## src/rtl/tone_pwm_engine.sv

```systemverilog
// tone_pwm_engine
//
// Plays one note for the sequencer's freq/duration/enable/done handshake.
// A request is latched in IDLE. CALC then derives the square-wave half-period
// as CLK_HZ / (2*freq) with a bit-serial restoring divider. PLAY emits a 50%
// duty tone for duration milliseconds. DONE holds `done` until `enable` drops.
//
// Parameters:
//   CLK_HZ    system clock in Hz (multiple of 1000, >= 2000, < 2^32)
//   MS_TICKS  clock cycles per millisecond (derived from CLK_HZ)
//
// Ports:
//   clk       system clock, rising edge
//   reset     synchronous, active-high
//   freq      tone frequency in Hz, 0 = rest
//   duration  note length in milliseconds
//   enable    request level, held high for the whole note
//   done      note complete, held until enable is low
//   pwm_out   registered square-wave output

module tone_pwm_engine #(
    parameter int unsigned CLK_HZ   = 100_000_000,
    parameter int unsigned MS_TICKS = CLK_HZ / 1000
) (
    input  logic        clk,
    input  logic        reset,
    input  logic [31:0] freq,
    input  logic [31:0] duration,
    input  logic        enable,
    output logic        done,
    output logic        pwm_out
);

    localparam logic [31:0] DIVIDEND = 32'(CLK_HZ);
    localparam logic [31:0] MS_LAST  = 32'(MS_TICKS - 1);

    typedef enum logic [1:0] {ST_IDLE, ST_CALC, ST_PLAY, ST_DONE} state_t;

    state_t      state;
    logic [31:0] freq_l;
    logic [31:0] dur_l;
    logic [31:0] dvd_sh;       // dividend bits, MSB first
    logic [32:0] rem;          // partial remainder, always < divisor
    logic [31:0] quo;
    logic [5:0]  step;         // 0..31 divide steps, 32 = finalize
    logic [31:0] half_period;
    logic [31:0] half_cnt;
    logic [31:0] ms_pre;
    logic [31:0] ms_cnt;

    // One restoring divide step. The divisor 2*freq needs 33 bits, and the
    // shifted remainder needs one more bit than that.
    logic [33:0] divisor;
    logic [33:0] trial;
    logic        take;
    logic [33:0] diff;
    logic [32:0] rem_next;
    logic [31:0] quo_next;

    always_comb begin
        divisor  = {1'b0, freq_l, 1'b0};
        trial    = {rem, dvd_sh[31]};
        take     = (trial >= divisor);
        diff     = trial - divisor;
        rem_next = take ? diff[32:0] : trial[32:0];
        quo_next = {quo[30:0], take};
    end

    always_ff @(posedge clk) begin
        if (reset) begin
            state       <= ST_IDLE;
            freq_l      <= '0;
            dur_l       <= '0;
            dvd_sh      <= '0;
            rem         <= '0;
            quo         <= '0;
            step        <= '0;
            half_period <= '0;
            half_cnt    <= '0;
            ms_pre      <= '0;
            ms_cnt      <= '0;
            pwm_out     <= 1'b0;
            done        <= 1'b0;
        end else begin
            case (state)
                ST_IDLE: begin
                    pwm_out <= 1'b0;
                    done    <= 1'b0;
                    if (enable) begin
                        freq_l   <= freq;
                        dur_l    <= duration;
                        dvd_sh   <= DIVIDEND;
                        rem      <= '0;
                        quo      <= '0;
                        step     <= '0;
                        half_cnt <= '0;
                        ms_pre   <= '0;
                        ms_cnt   <= '0;
                        state    <= ST_CALC;
                    end
                end

                ST_CALC: begin
                    if (!enable) begin
                        pwm_out <= 1'b0;
                        state   <= ST_IDLE;
                    end else if (step == 6'd32) begin
                        // Frequencies above CLK_HZ/2 divide to 0; toggle every cycle.
                        half_period <= (quo == 32'd0) ? 32'd1 : quo;
                        if (dur_l == 32'd0) begin
                            pwm_out <= 1'b0;
                            done    <= 1'b1;
                            state   <= ST_DONE;
                        end else begin
                            pwm_out <= (freq_l != 32'd0);
                            state   <= ST_PLAY;
                        end
                    end else begin
                        rem    <= rem_next;
                        quo    <= quo_next;
                        dvd_sh <= {dvd_sh[30:0], 1'b0};
                        step   <= step + 6'd1;
                    end
                end

                ST_PLAY: begin
                    if (!enable) begin
                        pwm_out <= 1'b0;
                        state   <= ST_IDLE;
                    end else begin
                        if (half_cnt == half_period - 32'd1) begin
                            half_cnt <= '0;
                            if (freq_l != 32'd0)
                                pwm_out <= ~pwm_out;
                        end else begin
                            half_cnt <= half_cnt + 32'd1;
                        end

                        if (ms_pre == MS_LAST) begin
                            ms_pre <= '0;
                            ms_cnt <= ms_cnt + 32'd1;
                            // Ending on this wrap makes PLAY last exactly
                            // duration*MS_TICKS cycles; the later assignment
                            // overrides any toggle in the same cycle.
                            if (ms_cnt + 32'd1 == dur_l) begin
                                pwm_out <= 1'b0;
                                done    <= 1'b1;
                                state   <= ST_DONE;
                            end
                        end else begin
                            ms_pre <= ms_pre + 32'd1;
                        end
                    end
                end

                ST_DONE: begin
                    pwm_out <= 1'b0;
                    if (!enable) begin
                        done  <= 1'b0;
                        state <= ST_IDLE;
                    end else begin
                        done <= 1'b1;
                    end
                end

                default: begin
                    pwm_out <= 1'b0;
                    done    <= 1'b0;
                    state   <= ST_IDLE;
                end
            endcase
        end
    end

endmodule

```

## config.mk

```make
export PLATFORM = sky130hd
export DESIGN_NAME = tone_pwm_engine
export DESIGN_NICKNAME = d
export VERILOG_FILES = /design/src/rtl/tone_pwm_engine.sv
export SDC_FILE = /design/constraint.sdc
export NUM_CORES = 1
export LEC_CHECK = 0
export BUFFER_PORTS_ARGS = -buffer_cell sky130_fd_sc_hd__buf_4
export CORE_ASPECT_RATIO = 1.1
export CORE_MARGIN = 8
export CORE_UTILIZATION = 60
export CTS_BUF_LIST = sky130_fd_sc_hd__clkbuf_16
export CTS_CLUSTER_DIAMETER = 80
export DETAILED_ROUTE_END_ITERATION = 7
export PLACE_DENSITY_LB_ADDON = 0.08
export SLEW_MARGIN = 10
export SYNTH_ARGS = -nofsm -noshare
export SYNTH_HDL_FRONTEND = slang
export SYNTH_SLANG_ARGS = --single-unit
```

## constraint.sdc

```tcl
create_clock -name clk -period 4.1 [get_ports clk]
set_input_delay 0.41 -clock clk [delete_from_list [all_inputs] [get_ports clk]]
set_output_delay 0.41 -clock clk [all_outputs]
set_load 0.01 [all_outputs]
```

After elaboration in Yosys (flattened, before gate mapping) --
Index checks and enable logic that the tools add are counted.
Storage, ports and cells: logic and storage cells 107, output and inout bits 2, register bits after elaboration 299
Cells by class: reductions and logical operators 14, equal/unequal tests 19, add/sub/neg operators 6, bitwise gates (word level) 1, order comparisons 1, muxes and demuxes 53
Operators with widths (number):
- 32-bit 2-to-1 mux | 13
- 32-bit one-hot mux with 2 select lines | 5
- 33-bit 2-to-1 mux | 4
- 32-bit by 1-bit adder with 32-bit output (second input constant) | 3
- 33-bit one-hot mux with 2 select lines | 1
- 32-bit equality test | 2
- 32-bit logical NOT | 2
- 34-bit by 33-bit >= comparator with 1-bit output | 1
- 33-bit subtractor | 1
- 32-bit by 17-bit equality test with 1-bit output (second input constant) | 1
- 32-bit nonzero test | 1
- 32-bit by 1-bit subtractor with 32-bit output (second input constant) | 1
- 6-bit 2-to-1 mux | 3
- 2-bit != test (second input constant) | 9
- 1-bit 2-to-1 mux | 16
- 2-bit 2-to-1 mux | 7
- 6-bit one-hot mux with 2 select lines | 1
- 3-bit != test (second input constant) | 3
- 2-bit one-hot mux with 4 select lines | 1
- 4-bit AND reduction | 2
- 6-bit by 1-bit adder with 6-bit output (second input constant) | 1
- 6-bit equality test (second input constant) | 1
- 3-bit AND reduction | 2
- 6-bit AND reduction | 1
- other kinds (10) | 12

Longest topological paths before layout --
Gate-level depths: netlist of run 1.
word-level depth 7, gate-level depth with buffers 14

Worst setup path after synthesis of run 1 --
Ideal clock, no wire load.
path kind flip-flop to flip-flop, start register ms_cnt[1], end register pwm_out, data arrival time 3.058 ns, cell stages (with the launch flop) 13, slack 0.925 ns, data required time 3.983 ns, path through dfxtp_1 -> ha_1 -> clkbuf_1 -> nand4_1 -> nor3_1 -> nand2_1 -> nor3b_1 -> xnor2_1 -> o2111ai_1 -> or4_1 -> o21bai_1 -> o41ai_1 -> a22o_1
On the way: longest elaborated chain between the ends 6
RTL lines:
- start: declaration | line 49 | logic [31:0] ms_cnt;
- start signal: assignment | line 141 | ms_cnt <= ms_cnt + 32'd1;
- 32-bit by 1-bit adder with 32-bit output | line 145 | if (ms_cnt + 32'd1 == dur_l) begin
- 32-bit equality test | line 145
- 1-bit 2-to-1 mux | line 145
- 1-bit 2-to-1 mux | line 139 | if (ms_pre == MS_LAST) begin
- 1-bit 2-to-1 mux | line 127 | if (!enable) begin
- 1-bit one-hot mux with 3 select lines | line 85 | case (state)
- end signal: assignment | line 115 | pwm_out <= (freq_l != 32'd0);
- end signal: assignment | line 134 | pwm_out <= ~pwm_out;
- end: declaration | line 31 | output logic pwm_out
Every way passes these cells. A chain may end at the register's enable or synchronous reset.

Worst setup path after layout of run 1 --
start register half_period[0], end register half_cnt[25]
On the way: longest elaborated chain between the ends 5
RTL lines:
- start: declaration | line 46 | logic [31:0] half_period;
- start signal: assignment | line 109 | half_period <= (quo == 32'd0) ? 32'd1 : quo;
- 32-bit by 1-bit subtractor with 32-bit output | line 131 | if (half_cnt == half_period - 32'd1) begin
- 32-bit equality test | line 131
- 32-bit 2-to-1 mux | line 131
- 32-bit 2-to-1 mux | line 127
- 32-bit one-hot mux with 2 select lines | line 85
- end signal: assignment | line 136 | half_cnt <= half_cnt + 32'd1;
- end: declaration | line 47 | logic [31:0] half_cnt;
Every way passes these cells. The select of a mux whose other input is x is not followed.

==> impl_metrics.env, run 1 <==
export IMPL_switchingPower_w=0.00203
export IMPL_startpoint="half_period[0]$_SDFFE_PP0P_"
export IMPL_grt_max_degree=79
export IMPL_h_tree_depth=1
export IMPL_antennaDiodeCount=0
export IMPL_layoutNonFillerInstCount=2458
export IMPL_finalSetupViolations=0
export IMPL_cts_sinks=291
export IMPL_final_area_mm2=0.0177
export IMPL_filler_cell_count=2392
export IMPL_status="complete, no violations"
export IMPL_synth_avg_cell_area_um2=7.75
export IMPL_worstPathCellList="inv_1 > ha_1 > nor2b_1 > nand4b_1 > xnor2_1 > or4bb_1 > or4b_1 > o211ai_2 > nand2b_1 > buf_4 > o21ai_1 > a21o_1"
export IMPL_cts_buffer_depth=3
export IMPL_drt_pass1_iter_count=6
export IMPL_dieArea_mm2=0.0323
export IMPL_row_count=63
export IMPL_fin_util_pct=66.4
export IMPL_cts_root_buf="clkbuf_16"
export IMPL_place_area_mm2=0.0168
export IMPL_yosys_cell_types_count=77
export IMPL_setup_tns_ns=0
export IMPL_synth_edf_count=0
export IMPL_pwr_share_seq_pct=43.3
export IMPL_cts_resized=0
export IMPL_max_vdd_ir_drop_mv=0.364
export IMPL_clk_insertion_delay_late_ns=0.56
export IMPL_syn_area_mm2=0.0161
export IMPL_comb_power_share_pct=19.5
export IMPL_remaining_drc_errors=0
export IMPL_area_delta_synth_final_pct=9.99
export IMPL_min_from="duration[12]"
export IMPL_fmax_ghz=0.268
export IMPL_final_min_clock_period_ns=3.73
export IMPL_syn_inst=2076
export IMPL_power_internal_w=0.00491
export IMPL_rsz0062_at_grt="false"
export IMPL_port_buffers=68
export IMPL_ys_ff_latch=291
export IMPL_syn_num_nets=2186
export IMPL_path_max_fanout=29
export IMPL_ant_nets=0
export IMPL_hold_path_class="primary input to register"
export IMPL_crit_path_start_kind="register"
export IMPL_antenna_found_initial=1
export IMPL_cp_num_buf_inv=2
export IMPL_fin_nets=2189
export IMPL_drt_iter0_drc=950
export IMPL_timing_slew_headroom_pct=25.2
export IMPL_p_sw_share_pct=29.3
export IMPL_grt_ovfl_total=0
export IMPL_layout_drive_gt1_share_pct=8.38
export IMPL_gp_congestion=0.911
export IMPL_clk_pin_slew_ns=0.06
export IMPL_die_y_um=188
export IMPL_grt_usage_pct=25.4
export IMPL_ys_warnings_count=0
export IMPL_maxSlewViolCount=0
export IMPL_postCtsSetupRepairBufs=0
export IMPL_drv_cap=0
export IMPL_ys_flop_type="dfxtp_1"
export IMPL_drt_wl_total_um=41500
export IMPL_ios=69
export IMPL_viasPerCell=6.00
export IMPL_p_per_area_mw_per_mm2=392
export IMPL_slowest_delay_ns=0.58
export IMPL_cp_arrival_ns=4.18
export IMPL_grt_pass1_vias=14100
export IMPL_cts_tree="built"
export IMPL_finalCritPeriodShare_pct=90.9
export IMPL_required_ns=4.55
export IMPL_path_class="register to register"
export IMPL_vias=14800
export IMPL_critical_path_top_delay_family="simple AND/OR/NAND/NOR gates"
export IMPL_seqCellArea_mm2=0.00583
export IMPL_r2r_start="half_period[0]$_SDFFE_PP0P_"
export IMPL_wire_per_inst_um=16.9
export IMPL_grt_pass1_wl_um=69200
export IMPL_yosysSeqAreaShare_pct=36.2
export IMPL_start_util_pct=60.4
export IMPL_p_leak_nw=6.66
export IMPL_power_frac_clock_pct=37.1
export IMPL_fin_worst_skew_ns=0.0217
export IMPL_crit_path_end_kind="register"
export IMPL_dp_cells=2403
export IMPL_core_area_mm2=0.0266
export IMPL_cpMaxStageDelayCell="or4b_1"
export IMPL_finalHoldViolCount=0
export IMPL_cts_hold_buf=0
export IMPL_cts_buffers=31
export IMPL_hpwl_um=29500
export IMPL_tightest_slew_ns=1.12
export IMPL_synthArstFlopShare_pct=0
export IMPL_multi_input_area_mm2=0.00954
export IMPL_die_width_um=172
-- power by group through the flow --
| stage | clock network, W | logic, W | registers, W |
|---|---|---|---|
| 3_5_place_dp | 0 | 0.00134 | 0.00307 |
| 3_3_place_gp | 0 | 0.00132 | 0.00306 |
| 6_report | 0.00258 | 0.00136 | 0.00301 |
| 2_1_floorplan | 0 | 0.00102 | 0.00304 |
| 4_1_cts | 0.00262 | 0.00135 | 0.00300 |
| 5_1_grt | 0.00275 | 0.00151 | 0.00302 |
-- tightest hold or removal path, stage by stage --
cell and delay [ns]:
buf_4 0.11, nand2_1 0.04, a21oi_1 0.05
-- layout by cell type (no fill, tap or decap), types with 60 or more instances in the layout --
| cell type | n |
|---|---|
| a21oi_1 | 188 |
| buf_4 | 91 |
| dfxtp_1 | 291 |
| inv_1 | 68 |
| nand2_1 | 325 |
| nand3_1 | 60 |
| nor2_1 | 190 |
| o21ai_0 | 102 |
| xnor2_1 | 80 |
| xor2_1 | 69 |
-- metal layers --
metal | vias up | track usage (%) | share of wire (%)
met5 | - | 0 | 0.031
met4 | 2 | 7.43 | 2.2
met3 | 68 | 3.58 | 4.8
met2 | 350 | 43.4 | 48
met1 | 6973 | 32.5 | 45
li1 | 7367 | - | -
-- registers in the layout, summed over array words and instances (netlist names), 32 cells and up --
signal / flops
ms_pre: 32
half_cnt: 32
quo: 32
ms_cnt: 32
dur_l: 32
half_period: 32
rem: 33
freq_l: 32
-- final cells by class --
class                   instances  area share (%)
clock buffers                  31            4.39
clock inverters                24           0.792
inverters                      61            1.29
multi-input cells            1600            53.9
flip-flops and latches        291            32.9
well taps                     357            2.53
repair buffers                 94            4.15
-- path summary, 6_finish.rpt --
check,endpoint,slack [ns],cells after the start
hold / removal,dur_l[12]$_SDFFE_PP0P_,0.09,3
hold reg to reg,freq_l[10]$_SDFFE_PP0P_,0.47,2
setup / recovery,half_cnt[25]$_SDFFE_PP0P_,0.37,12
setup reg to reg,half_cnt[25]$_SDFFE_PP0P_,0.37,12
-- cell families (layout without fill, tap and decap cells) --
group                    count (synthesis)  in the layout  synth area share (%)
AND/OR/NAND/NOR                        878            878                  26.4
AO/OA/AOI/OAI                          503            503                  19.4
flip-flops                             291            291                  36.2
buffers and inverters                  185            210                  4.67
XOR/XNOR                               150            150                  8.25
adder cells (fa/ha/maj)                 43             43                  3.39
multiplexers                            26             26                  1.65
-- Yosys cell counts (all sizes together) (8+ instances only) --
library cell  instances  area, um2
nand2               327       1230
dfxtp               291       5830
nor2                193        724
a21oi               188        941
o21ai               109        546
clkbuf               97        364
xnor2                80        701
xor2                 69        604
inv                  61        229
nand3                60        300
nor4                 51        355
a22oi                47        353
and3                 42        263
ha                   42        526
nand4                42        263
nor3                 39        210
a21o                 31        233
buf                  27        158
a31oi                23        144
mux2i                22        220
nor2b                17        106
or3                  17        106
nand2b               16        100
a211oi               12       90.1
and2                 12       75.1
o221a                12        135
o211ai               11       87.6
nand3b               10       75.1
nor3b                10       75.1
and4                  9       78.8
o31ai                 9       67.6
or4                   8       60.1
-- through the flow --
step           setup WS, ns  hold WS, ns  total power [W]
2_1_floorplan         0.925        0.445          0.00406
6_report              0.373       0.0903          0.00694
4_1_cts               0.414       0.0711          0.00698
5_1_grt              0.0936       0.0744          0.00727
3_5_place_dp          0.424        0.466          0.00441
3_3_place_gp          0.491        0.462          0.00439
(Power assumes the default switching activity.)
==> run 2: changes to the inputs <==
--- a/config.mk
+++ b/config.mk
@@ -5,6 +5,7 @@
 export SDC_FILE = /design/constraint.sdc
 export NUM_CORES = 1
 export LEC_CHECK = 0
+export ABC_CLOCK_PERIOD_IN_PS = 4100
 export BUFFER_PORTS_ARGS = -buffer_cell sky130_fd_sc_hd__buf_4
 export CORE_ASPECT_RATIO = 1.1
 export CORE_MARGIN = 8
@@ -12,7 +13,7 @@
 export CTS_BUF_LIST = sky130_fd_sc_hd__clkbuf_16
 export CTS_CLUSTER_DIAMETER = 80
 export DETAILED_ROUTE_END_ITERATION = 7
-export PLACE_DENSITY_LB_ADDON = 0.08
+export PLACE_DENSITY = 0.83
 export SLEW_MARGIN = 10
 export SYNTH_ARGS = -nofsm -noshare
 export SYNTH_HDL_FRONTEND = slang
==> impl_metrics.env, run 2 (same netlist as run 1, synthesis figures left out) <==
export IMPL_area_delta_synth_final_pct=9.52
export IMPL_slowest_delay_ns=0.59
export IMPL_startpoint="half_period[0]$_SDFFE_PP0P_"
export IMPL_cts_sinks=291
export IMPL_fin_worst_skew_ns=0.0103
export IMPL_grt_pass1_wl_um=68400
export IMPL_hold_path_class="primary input to register"
export IMPL_hpwl_um=29000
export IMPL_fmax_ghz=0.269
export IMPL_gp_congestion=0.950
export IMPL_ios=69
export IMPL_layout_drive_gt1_share_pct=8.20
export IMPL_clk_insertion_delay_late_ns=0.55
export IMPL_fin_util_pct=66.1
export IMPL_viasPerCell=6.15
export IMPL_cts_root_buf="clkbuf_16"
export IMPL_grt_pass1_vias=14500
export IMPL_crit_path_end_kind="register"
export IMPL_cpMaxStageDelayCell="or4b_1"
export IMPL_antenna_found_initial=0
export IMPL_timing_slew_headroom_pct=40.0
export IMPL_cts_buffers=29
export IMPL_setup_tns_ns=0
export IMPL_drt_iter0_drc=1163
export IMPL_required_ns=4.54
export IMPL_maxSlewViolCount=0
export IMPL_p_leak_nw=6.62
export IMPL_h_tree_depth=1
export IMPL_grt_ovfl_total=0
export IMPL_path_class="register to register"
export IMPL_core_area_mm2=0.0266
export IMPL_critical_path_top_delay_family="simple AND/OR/NAND/NOR gates"
export IMPL_place_area_mm2=0.0167
export IMPL_seqCellArea_mm2=0.00583
export IMPL_path_max_fanout=29
export IMPL_drv_cap=0
export IMPL_die_y_um=188
export IMPL_p_per_area_mw_per_mm2=389
export IMPL_final_area_mm2=0.0176
export IMPL_dp_cells=2403
export IMPL_clk_pin_slew_ns=0.06
export IMPL_top_register="rem"
export IMPL_cp_num_buf_inv=2
export IMPL_die_width_um=172
export IMPL_r2r_start="half_period[0]$_SDFFE_PP0P_"
export IMPL_max_vdd_ir_drop_mv=0.327
export IMPL_port_buffers=68
export IMPL_filler_cell_count=2282
export IMPL_cts_buffer_depth=3
export IMPL_total_power_w=0.00685
export IMPL_drt_pass1_iter_count=5
export IMPL_final_common_cell="nand2_1"
export IMPL_cp_arrival_ns=4.15
export IMPL_worstPathCellList="inv_1 > ha_1 > nor2b_1 > nand4b_1 > xnor2_1 > or4bb_1 > or4b_1 > o211ai_2 > nand2b_1 > buf_4 > o21ai_1 > a21o_1"
export IMPL_dieArea_mm2=0.0323
export IMPL_cts_hold_buf=0
export IMPL_row_count=63
export IMPL_start_util_pct=60.4
export IMPL_crit_path_start_kind="register"
export IMPL_rsz0062_at_grt="false"
export IMPL_grt_usage_pct=24.9
export IMPL_multi_input_area_mm2=0.00953
export IMPL_largest_reg_flops=33
export IMPL_finalHoldViolCount=0
export IMPL_remaining_drc_errors=0
export IMPL_status="complete, no violations"
export IMPL_fin_nets=2187
export IMPL_min_from="freq[17]"
export IMPL_vias=15100
export IMPL_tightest_slew_ns=0.900
export IMPL_layout_common_cells="nand2_1 (325), dfxtp_1 (291), nor2_1 (190)"
export IMPL_finalSetupViolations=0
export IMPL_finalCritPeriodShare_pct=90.5
export IMPL_cts_resized=0
export IMPL_grt_max_degree=87
export IMPL_layoutNonFillerInstCount=2454
export IMPL_final_min_clock_period_ns=3.71
export IMPL_drt_wl_total_um=40900
export IMPL_ant_nets=0
export IMPL_wire_per_inst_um=16.7
export IMPL_antennaDiodeCount=0
export IMPL_postCtsSetupRepairBufs=0
export IMPL_cts_tree="built"
## run 2: cell types whose count changed in the layout (fill, tap and decap cells not counted), moves of 2 or more
cell,delta
buf_12,-2
buf_4,+2
clkbuf_16,-2
clkinv_1,+2
inv_1,-3
## run 2: metal layers
| metal | GRT usage, % | share of wire (%) | vias to the layer above |
|---|---|---|---|
| met2 | 42.2 | 48 | 494 |
| met1 | 31.2 | 43 | 7136 |
| met4 | 9.49 | 3.4 | 0 |
| met3 | 3.66 | 6.0 | 109 |
| met5 | 0 | 0 | - |
| li1 | - | - | 7352 |
## run 2: final cells by class
class | count | area share, %
sequential | 291 | 33.1
clock inverter | 22 | 0.831
clock buffer | 29 | 4.12
multi-input combinational | 1600 | 54.1
timing repair buffer | 94 | 4.03
tap | 357 | 2.54
inverter | 61 | 1.30
## run 2: worst paths after layout
| check | slack, ns | cells past startpoint | endpoint |
|---|---|---|---|
| min reg2reg | 0.47 | 2 | freq_l[12]$_SDFFE_PP0P_ |
| min | 0.1 | 3 | freq_l[17]$_SDFFE_PP0P_ |
| max | 0.39 | 12 | half_cnt[25]$_SDFFE_PP0P_ |
| max reg2reg | 0.39 | 12 | half_cnt[25]$_SDFFE_PP0P_ |
## run 2: worst reg2reg max path, cell delays in order (launching register included)
cell and delay [ns]:
dfxtp_1 0.36, inv_1 0.09, ha_1 0.39, nor2b_1 0.35, nand4b_1 0.15, xnor2_1 0.21, or4bb_1 0.51, or4b_1 0.59
o211ai_2 0.20, nand2b_1 0.12, buf_4 0.30, o21ai_1 0.14, a21o_1 0.20
## run 2: power breakdown
group | internal [W] | switching [W] | leakage, nW
Sequential | 0.00292 | 0.0000872 | 2.36
Clock | 0.00140 | 0.00110 | 0.447
Combinational | 0.000555 | 0.000783 | 3.82
## run 2: through the flow
stage	hold slack, ns	setup slack, ns
after floorplan	0.445	0.925
after global placement	0.462	0.530
after detailed placement	0.467	0.439
after CTS	0.0792	0.406
after global routing	0.0853	0.102
final	0.0977	0.389
==> run 3: changes to the inputs <==
--- a/config.mk
+++ b/config.mk
@@ -5,7 +5,7 @@
 export SDC_FILE = /design/constraint.sdc
 export NUM_CORES = 1
 export LEC_CHECK = 0
-export ABC_CLOCK_PERIOD_IN_PS = 4100
+export ABC_CLOCK_PERIOD_IN_PS = 4500
 export BUFFER_PORTS_ARGS = -buffer_cell sky130_fd_sc_hd__buf_4
 export CORE_ASPECT_RATIO = 1.1
 export CORE_MARGIN = 8
==> constraint.sdc (replaced) <==
create_clock -name clk -period 4.5 [get_ports clk]
set_input_delay 0.45 -clock clk [delete_from_list [all_inputs] [get_ports clk]]
set_output_delay 0.45 -clock clk [all_outputs]
set_load 0.01 [all_outputs]
==> impl_metrics.env, run 3 (same netlist as run 1, synthesis figures left out) <==
export IMPL_filler_cell_count=2256
export IMPL_r2r_start="freq_l[17]$_SDFFE_PP0P_"
export IMPL_place_area_mm2=0.0167
export IMPL_finalHoldViolCount=0
export IMPL_remaining_drc_errors=0
export IMPL_cts_hold_buf=0
export IMPL_die_width_um=172
export IMPL_p_per_area_mw_per_mm2=364
export IMPL_maxSlewViolCount=0
export IMPL_grt_max_degree=100
export IMPL_crit_path_start_kind="register"
export IMPL_max_vdd_ir_drop_mv=0.319
export IMPL_grt_ovfl_total=0
export IMPL_largest_reg_flops=33
export IMPL_finalCritPeriodShare_pct=86.5
export IMPL_layout_common_cells="nand2_1 (325), dfxtp_1 (291), nor2_1 (190)"
export IMPL_ios=69
export IMPL_min_from="duration[16]"
export IMPL_cts_root_buf="clkbuf_16"
export IMPL_required_ns=4.91
export IMPL_antenna_found_initial=0
export IMPL_status="complete, no violations"
export IMPL_pwr_share_seq_pct=42.5
export IMPL_power_frac_clock_pct=38.6
export IMPL_hold_path_class="primary input to register"
export IMPL_ff2ff_path_depth=12
export IMPL_postCtsSetupRepairBufs=0
export IMPL_grt_usage_pct=24.8
export IMPL_cts_buffer_depth=3
export IMPL_top_register="rem"
export IMPL_hpwl_um=28800
export IMPL_cts_buffers=30
export IMPL_cp_arrival_ns=4.31
export IMPL_whs_path_depth=3
export IMPL_vias=15000
export IMPL_row_count=63
export IMPL_path_class="register to register"
export IMPL_timing_slew_headroom_pct=26.1
export IMPL_final_min_clock_period_ns=3.89
export IMPL_grt_pass1_vias=14400
export IMPL_drt_iter0_drc=1080
export IMPL_fin_nets=2183
export IMPL_start_util_pct=60.4
export IMPL_clk_pin_slew_ns=0.06
export IMPL_drt_wl_total_um=41100
export IMPL_drv_cap=0
export IMPL_startpoint="freq_l[17]$_SDFFE_PP0P_"
export IMPL_area_delta_synth_final_pct=10.0
export IMPL_die_y_um=188
export IMPL_finalSetupViolations=0
export IMPL_reg2reg_to="rem[18]$_SDFFE_PP0P_"
export IMPL_drt_pass1_iter_count=6
export IMPL_p_leak_nw=6.66
export IMPL_setup_tns_ns=0
export IMPL_fmax_ghz=0.257
export IMPL_fin_worst_skew_ns=0.0168
export IMPL_antennaDiodeCount=0
export IMPL_layout_drive_gt1_share_pct=8.21
export IMPL_clk_insertion_delay_late_ns=0.56
export IMPL_path_max_fanout=38
export IMPL_comb_power_share_pct=18.9
export IMPL_port_buffers=68
export IMPL_core_area_mm2=0.0266
export IMPL_rsz0062_at_grt="false"
export IMPL_tightest_slew_ns=1.11
export IMPL_h_tree_depth=1
export IMPL_final_common_cell="nand2_1"
export IMPL_p_sw_share_pct=28.3
export IMPL_grt_pass1_wl_um=68300
export IMPL_crit_path_end_kind="register"
export IMPL_gp_congestion=0.954
export IMPL_viasPerCell=6.13
export IMPL_cts_resized=0
export IMPL_cts_sinks=291
export IMPL_cts_tree="built"
export IMPL_holdPathEnd="dur_l[16]$_SDFFE_PP0P_"
export IMPL_reg2reg_slack_ns=0.61
export IMPL_final_area_mm2=0.0177
export IMPL_wire_per_inst_um=16.7
export IMPL_ant_nets=0
export IMPL_power_internal_w=0.00462
export IMPL_dieArea_mm2=0.0323
export IMPL_switchingPower_w=0.00182
run 3: changes by cell type in the layout (fill, tap and decap cells not counted), sizes merged:
cell | previous run | this run
inv | 66 | 68
buf | 94 | 89
bufinv | 2 | 4
clkinv | 15 | 12
clkbuf | 29 | 31
clkinvlp | 0 | 1
run 3: layer usage:
layer	global-route usage, %	vias up	part of all wire, %
met2	42.2	442	49
met1	31.1	7146	43
met4	8.99	0	3.2
met5	0	-	0
met3	3.58	99	5.3
li1	-	7361	-
run 3: cell type report:
| class | count | area (um2) | share of cell area [%] |
|---|---|---|---|
| clock inverters | 24 | 210 | 1.19 |
| inverters | 61 | 229 | 1.29 |
| clock buffers | 31 | 776 | 4.39 |
| repair buffers | 89 | 672 | 3.80 |
| multi-input cells | 1600 | 9530 | 53.9 |
| well taps | 357 | 447 | 2.53 |
| flip-flops and latches | 291 | 5830 | 32.9 |
run 3: critical path: stages (launching register included):
cell and delay [ns]:
dfxtp_1 0.36, inv_1 0.06, ha_1 0.39, nand2_1 0.14, nor2_1 0.20, nand3_1 0.10
or3_1 0.39, o31ai_1 0.44, a21oi_1 0.07, o21ba_2 0.90, buf_4 0.31, mux2i_1 0.25
o21ai_0 0.14
run 3: through the flow:
step	cells	setup slack, ns	hold slack [ns]	utilization [%]	power [W]
floorplan	2076	1.32	0.445	-	0.00370
global placement	2398	0.917	0.461	62.7	0.00395
detailed placement	2398	0.794	0.467	62.7	0.00398
CTS	2453	0.693	0.126	66.4	0.00647
global route	2453	0.285	0.132	66.4	0.00672
finish	2453	0.606	0.147	66.4	0.00645
run 3: how the worst max path moves through the flow:
| stage | to | slack [ns] | cells past startpoint |
|---|---|---|---|
| 2_1_floorplan | pwm_out$_SDFFE_PP0P_ | 1.32 | 12 |
| 3_3_place_gp | half_cnt[21]$_SDFFE_PP0P_ | 0.92 | 12 |
| 3_5_place_dp | half_cnt[21]$_SDFFE_PP0P_ | 0.79 | 12 |
| 4_1_cts | rem[18]$_SDFFE_PP0P_ | 0.69 | 12 |
| 5_1_grt | rem[18]$_SDFFE_PP0P_ | 0.28 | 12 |
| 6_report | rem[18]$_SDFFE_PP0P_ | 0.61 | 12 |
run 3: power by group through the flow:
stage | combinational [W] | sequential (W) | clock (W)
3_3_place_gp | 0.00116 | 0.00279 | 0
3_5_place_dp | 0.00119 | 0.00279 | 0
4_1_cts | 0.00121 | 0.00274 | 0.00253
2_1_floorplan | 0.000927 | 0.00277 | 0
5_1_grt | 0.00135 | 0.00275 | 0.00263
6_report | 0.00122 | 0.00274 | 0.00249
